## src/rtl/logit_pair_feeder.sv

```systemverilog
// logit_pair_feeder
// Collects output-neuron accumulator words, converts each to a 16-bit signed
// logit and presents them two at a time (IN1 even, IN2 odd) to the comparator
// stage with a one-cycle TRIG strobe. An odd final logit is paired with the
// most negative 16-bit value so the pad can never win a strict greater-than.
// Optional build macro: LOGIT_PAIR_FEEDER_SAT_EN -- when defined, accumulator
// values outside +/-32767 saturate to 16'h7FFF / 16'h8001; when undefined the
// logit is the low 16 bits of the accumulator.
module logit_pair_feeder #(
   parameter int NUM_CLASSES = 10
) (
   input  logic               CLKEXT,
   input  logic               RST_COMP,
   input  logic               START,
   input  logic               ACC_VALID,
   input  logic signed [23:0] ACC_IN,
   output logic               ACC_READY,
   output logic               EN_COMP,
   output logic               TRIG,
   output logic signed [15:0] IN1,
   output logic signed [15:0] IN2,
   output logic               BUSY,
   output logic               DONE
);

   localparam int ACC_W  = 24;
   localparam int DATA_W = 16;

   localparam logic [7:0]               LAST_CNT = 8'(NUM_CLASSES);
   // Most negative value: loses every strict signed compare, including ties.
   localparam logic signed [DATA_W-1:0] PAD      = 16'sh8000;

   typedef enum logic [2:0] {
      IDLE,
      COLLECT_A,
      COLLECT_B,
      FIRE,
      FINISH
   } state_t;

   state_t                    state_q,     state_d;
   logic [7:0]                count_q,     count_d;
   logic [7:0]                count_inc;
   logic signed [DATA_W-1:0]  in1_q,       in1_d;
   logic signed [DATA_W-1:0]  in2_q,       in2_d;
   logic                      trig_q,      trig_d;
   logic                      done_q,      done_d;
   logic                      acc_ready_q, acc_ready_d;
   logic                      busy_q,      busy_d;
   logic                      en_comp_q,   en_comp_d;
   logic signed [DATA_W-1:0]  logit;

`ifdef LOGIT_PAIR_FEEDER_SAT_EN
   // Clamp symmetric around zero so the pad value stays unique.
   function automatic logic signed [DATA_W-1:0] sat_logit(input logic signed [ACC_W-1:0] acc);
      if (acc > 24'sd32767) begin
         return 16'sh7FFF;
      end else if (acc < -24'sd32767) begin
         return 16'sh8001;
      end else begin
         return acc[DATA_W-1:0];
      end
   endfunction

   assign logit = sat_logit(ACC_IN);
`else
   logic acc_hi_unused;

   assign logit         = ACC_IN[DATA_W-1:0];
   assign acc_hi_unused = ^ACC_IN[ACC_W-1:DATA_W];
`endif

   assign count_inc = count_q + 8'd1;

   // Next-state, logit capture and registered-output decode.
   always_comb begin
      state_d = state_q;
      count_d = count_q;
      in1_d   = in1_q;
      in2_d   = in2_q;
      case (state_q)
         IDLE: begin
            if (START) begin
               count_d = 8'd0;
               state_d = COLLECT_A;
            end
         end
         COLLECT_A: begin
            if (ACC_VALID) begin
               in1_d   = logit;
               count_d = count_inc;
               if (count_inc == LAST_CNT) begin
                  in2_d   = PAD;
                  state_d = FIRE;
               end else begin
                  state_d = COLLECT_B;
               end
            end
         end
         COLLECT_B: begin
            if (ACC_VALID) begin
               in2_d   = logit;
               count_d = count_inc;
               state_d = FIRE;
            end
         end
         FIRE: begin
            state_d = (count_q == LAST_CNT) ? FINISH : COLLECT_A;
         end
         FINISH: begin
            state_d = IDLE;
         end
         default: begin
            state_d = IDLE;
         end
      endcase

      trig_d      = (state_d == FIRE);
      done_d      = (state_d == FINISH);
      acc_ready_d = (state_d == COLLECT_A) || (state_d == COLLECT_B);
      busy_d      = (state_d != IDLE);
      en_comp_d   = (state_d != IDLE);
   end

   // All state and outputs; reset returns to idle with pad on both logit outputs.
   always_ff @(posedge CLKEXT or posedge RST_COMP) begin
      if (RST_COMP) begin
         state_q     <= IDLE;
         count_q     <= 8'd0;
         in1_q       <= PAD;
         in2_q       <= PAD;
         trig_q      <= 1'b0;
         done_q      <= 1'b0;
         acc_ready_q <= 1'b0;
         busy_q      <= 1'b0;
         en_comp_q   <= 1'b0;
      end else begin
         state_q     <= state_d;
         count_q     <= count_d;
         in1_q       <= in1_d;
         in2_q       <= in2_d;
         trig_q      <= trig_d;
         done_q      <= done_d;
         acc_ready_q <= acc_ready_d;
         busy_q      <= busy_d;
         en_comp_q   <= en_comp_d;
      end
   end

   assign ACC_READY = acc_ready_q;
   assign EN_COMP   = en_comp_q;
   assign TRIG      = trig_q;
   assign IN1       = in1_q;
   assign IN2       = in2_q;
   assign BUSY      = busy_q;
   assign DONE      = done_q;

endmodule

```

## config.mk

```make
export PLATFORM = sky130hd
export DESIGN_NAME = logit_pair_feeder
export DESIGN_NICKNAME = d
export VERILOG_FILES = /design/src/rtl/logit_pair_feeder.sv
export SDC_FILE = /design/constraint.sdc
export NUM_CORES = 1
export LEC_CHECK = 0
export ABC_AREA = 1
export CAP_MARGIN = 20
export CORE_MARGIN = 2
export CORE_UTILIZATION = 41
export CTS_CLUSTER_SIZE = 30
export DETAILED_ROUTE_END_ITERATION = 10
export PLACE_DENSITY = 0.79
export SYNTH_ARGS = -nofsm -noshare
export SYNTH_HDL_FRONTEND = slang
export SYNTH_SLANG_ARGS = --single-unit
```

## constraint.sdc

```tcl
create_clock -name CLKEXT -period 1.5 [get_ports CLKEXT]
set_input_delay 0.225 -clock CLKEXT [delete_from_list [all_inputs] [get_ports CLKEXT]]
set_output_delay 0.225 -clock CLKEXT [all_outputs]
set_load 0.05 [all_outputs]
```

# Word-level counts from Yosys, hierarchy flattened
# Cells that the tools add are included.
[totals]
output_inout_bits = 37
input_bits = 28
register_bits = 47
[classes]
n_eq_ne = 14
reduce_logical = 9
mux = 13
add_sub_neg = 1
[op_table]
columns = ["operator", "n"]
rows = [
  ["16-bit two-way mux", 3],
  ["16-bit case mux with 2 select lines", 1],
  ["8-bit by 4-bit equality test with 1-bit output, second input constant", 2],
  ["8-bit two-way mux", 2],
  ["8-bit case mux with 2 select lines", 1],
  ["3-bit by 2-bit equality test with 1-bit output, second input constant", 4],
  ["3-bit two-way mux", 4],
  ["3-bit case mux with 4 select lines", 1],
  ["8-bit by 1-bit adder with 8-bit output, second input constant", 1],
  ["2-bit != test, second input constant", 4],
  ["3-bit by 1-bit equality test with 1-bit output, second input constant", 2],
  ["4-bit AND reduction", 1],
  ["2-bit nonzero test", 2],
  ["3-bit equality test, second input constant", 1],
  ["3-bit zero test", 1],
  ["3-bit AND reduction", 1],
  ["3-bit nonzero test", 1],
  ["2-bit by 1-bit != test with 1-bit output, second input constant", 1],
  ["2-bit AND reduction", 1],
  ["2-bit OR reduction", 1],
  ["1-bit logical OR", 1],
  ["1-bit two-way mux", 1],
]

# Logic depth before layout (Yosys ltp)
[logic_depth]
word_depth = 7
depth_mapped = 12
mapped_depth_nobuf = 12

# Least setup slack after synthesis
# No wires, ideal clock.
[synth_timing]
path_kind = "register to register"
startpoint = "reg count_q[0]"
endpoint = "reg in2_q[0], in the netlist IN2[0]"
path_stages_with_launch = 13
synth_period_minus_slack_ps = 1610
path_buffers = 1
required_time_ps = 1368
slack_ps = -110
t_arrival_ps = 1478
path_cell_list = "dfrtp_1 ha_1 inv_1 nand2_1 nand2_1 nand3_1 nor2_1 nand3_2 nand2_2 nand2_4 buf_12 nand2_2 o21ai_1"
[synth_between]
elab_chain_cells = 4
[synth_rtl]
columns = ["item", "line_no", "text"]
rows = [
  ["start, declared", "42", "logic [7:0] count_q, count_d;"],
  ["start signal, assigned", "139", "count_q <= count_d;"],
  ["8-bit by 1-bit adder with 8-bit output", "73", "assign count_inc = count_q + 8'd1;"],
  ["8-bit by 4-bit equality test with 1-bit output", "92", "if (count_inc == LAST_CNT) begin"],
  ["2-bit != test (no source line)", "--", ""],
  ["4-bit AND reduction (no source line)", "--", ""],
  ["end signal, assigned", "141", "in2_q <= in2_d;"],
  ["end, declared", "45", "logic signed [DATA_W-1:0] in2_q, in2_d;"],
]
# No other way between the ends.
# A chain may end at the register's enable or synchronous reset.

# Final worst setup path
[layout_timing]
startpoint = "reg count_q[0]"
endpoint = "reg in2_q[12], in the netlist IN2[12]"
# The elaborated chain is that of the path after synthesis.

==> run_results.csv <==
group,metric,value,unit
final_layout,multi_input_area,819.5,um2
global_route,grt_usage,18.79,%
global_route,grt_max_degree,48,
status,outcome,"finished, violations left",
timing,relSlewSlack,82.88,%
final_layout,drive_above_1_share,40.00,%
floorplanning,num_rows,25,
global_route,antenna_found_initial,0,
clock_tree,clock_latency,0.31,ns
drt,drtIter0Drc,145,
final_layout,area_growth,49.54,%
final_layout,fillers,375,
timing,finalHoldViolCount,0,
final_layout,final_cell_mix,"buf_4, dfrtp_1, nand2_1",
logic_synthesis,synthMuxAreaShare,0.5484,%
worst_hold_path,hp-class,"input pin to async pin",
logic_synthesis,syn_nets,254,
drt,vias_per_cell,4.852,
timing,setup_viol,20,
logic_synthesis,synth_adder_area_share,1.828,%
clock_tree,cts.clk_slew.worst_paths,0.09,ns
logic_synthesis,seq_area_frac_synth,57.40,%
logic_synthesis,syn_avg_cell_area,9.207,um2
clock_tree,cts_inserted_buffers,5,
setup_path,cp.required,1.69,ns
floorplanning,die_x,74.77,um
logic_synthesis,synth-xor-area-share,0,%
setup_path,crit_type,"flip-flop to flip-flop",
power_and_ir_drop,max-vdd-ir-drop,1623,uV
logic_synthesis,ys_seq_elements,47,
final_layout,seqCellArea,1181,um2
setup_path,critical_path.max_stage_delay,0.42,ns
placed_design,io_buffers,56,
setup_path,critPathSlowestCell,"dfrtp_2",
status,violations,"negative setup slack",
clock_tree,clock-sinks,47,
setup_path,worstPathMaxFanout,17,
power_and_ir_drop,p_leak,1.512,nW
timing,rsz0062_at_grt,"true",
clock_tree,hold_buffers,0,
timing,period_share,111.6,%
drt,avgRoutedWirePerCell,13.46,um
global_route,grt_pass1_vias,1737,
global_route,gr-total-overflow,0,
timing,slew_viol_final,0,
timing,period_needed,1.673,ns
setup_path,worstPathCellList,"ha_4 > nand3_4 > o21ai_2 > nand2_2 > nor2_2 > nand3_2 > nand2_2 > nand2_8 > nand2_1 > o21ai_1",
logic_synthesis,yosysWarnings,0,
logic_synthesis,yosysUniqueCellTypes,25,
timing,finalSetupTns,-2.930,ns
setup_path,crit_top_cell,"nand2_2",
clock_tree,htree_levels,2,
floorplanning,core,4786,um2
drt,drtAntennaViolNets,0,
floorplanning,die_h,74.77,um
setup_path,cp-end-kind,"flip-flop",
clock_tree,cts_tree,"yes",
drt,drt_pass1_iterations,4,
final_layout,antenna_cells,0,
global_route,grt_pass1_wl,7900,um
flow_run,maxCapViolCount,0,
logic_synthesis,synth_compound_area_share,10.42,%
drt,vias,1805,
floorplanning,initial_core_util,42.90,%
timing,tightest_slew,0.2569,ns
logic_synthesis,syn_area,2053,um2
timing,skew,0.006903,ns
setup_path,arrival,1.87,ns
logic_synthesis,yosys.area_share.simple,21.69,%
placed_design,hpwlAfterDp,3308,um
power_and_ir_drop,cellPowerDensity,2406,nW/um2
drt,drc,0,
final_layout,finish.net_count,335,
floorplanning,io_pins,65,
logic_synthesis,synth_top_family_by_area,"simple AND/OR/NAND/NOR gates",
final_layout,postLayoutCellArea,3070,um2
clock_tree,clock_path_buffers,2,
final_layout,final_common_cell,"buf_4",
logic_synthesis,synth_cells,223,
clock_tree,cts_root_buf,"clkbuf_8",
setup_path,start_kind,"flip-flop",
power_and_ir_drop,power,7.387,mW
placed_design,place.gp.congestion,0.8358,
floorplanning,dieArea,5590,um2
timing,fin_ws,-0.1733,ns
timing,fmax,597.6,MHz
placed_design,dpl_cell_area,2745,um2
drt,routed_wl,5006,um
layout make-up:
type | count | share of cell area [%]
clock inverter | 3 | 2.200
clock buffer | 5 | 2.241
tap | 67 | 2.730
multi-input combinational | 137 | 26.69
inverter | 33 | 4.034
timing repair buffer | 80 | 23.63
sequential | 47 | 38.47
logic make-up after synthesis:
logic type,count (synthesis)
buffers and inverters,39
AOI/OAI and AO/OA,39
muxes,1
adders and majority gates,3
DFF,47
and+or+nand+nor,94
repair_timing:
action	in CTS	in global routing
gates cloned	0	0
setup endpoints to repair	20	26
gates resized for setup	19	14
setup buffers	4	5
pin swaps	3	9
stage by stage:
stage / cells / setup slack (ns) / util (%) / hold slack (ns)
floorplan: 223 / -0.07992 / - / 0.3734
global placement: 355 / -0.1288 / 57.36 / 0.4703
detailed placement: 355 / -0.1803 / 57.36 / 0.4782
CTS: 367 / -0.1231 / 62.41 / 0.2712
global route: 372 / -0.2875 / 64.16 / 0.2773
finish: 372 / -0.1733 / 64.16 / 0.2629
state kept, by name (all words and copies together) (netlist names):
signal,cells
ACC_READY,1
IN2,16
EN_COMP,1
DONE,1
state_q,3
TRIG,1
count_q,8
IN1,16
worst paths after layout:
path	from	end	slack (ns)	depth (start not counted)
setup / recovery	count_q[0]$_DFFE_PP0P_	IN2[12]$_DFFE_PP0P_	-0.17	10
hold / removal	RST_COMP	count_q[7]$_DFFE_PP0P_	0.26	3
setup reg to reg	count_q[0]$_DFFE_PP0P_	IN2[12]$_DFFE_PP0P_	-0.17	10
hold reg to reg	IN1[7]$_DFFE_PP0P_	IN1[7]$_DFFE_PP0P_	0.50	2
max in group asynchronous	RST_COMP	IN2[15]$_DFFE_PP1P_	0.97	3
min in group CLKEXT	ACC_IN[13]	IN2[13]$_DFFE_PP0P_	0.47	3
synth_stat cells, drive strengths merged:
cell type / n / share of area [%]
a21oi: 1 / 0.79
buf: 2 / 1.3
clkbuf: 4 / 0.73
clkinv: 1 / 0.18
dfrtp: 45 / 55
dfstp: 2 / 2.6
ha: 3 / 1.8
inv: 32 / 5.8
mux2: 1 / 0.55
nand2: 64 / 13
nand3: 12 / 3.4
nand4: 4 / 1.2
nor2: 12 / 2.6
nor3: 1 / 0.79
nor4: 1 / 0.30
o21ai: 35 / 8.7
o22ai: 3 / 0.91
where the power goes:
group,internal [mW],switching [mW]
clock,0.665,0.445
combinational,1.43,2.64
sequential,1.79,0.412
total,3.89,3.50
worst max-delay path, delay by kind of cell (launching register included):
family,cells,cell delay [ns]
fa+ha+maj,1,0.19
compound gates,2,0.21
flops,1,0.42
simple gates,7,0.74
metal layers:
layer | GRT usage [%] | up-vias | share of wire, %
li1 | - | 868 | -
met4 | 5.754 | 0 | 1.4
met2 | 30.38 | 65 | 51
met3 | 8.032 | 8 | 8.1
met1 | 23.00 | 864 | 39
met5 | 0 | - | 0
No activity file was read; power rests on OpenSTA's default activity.
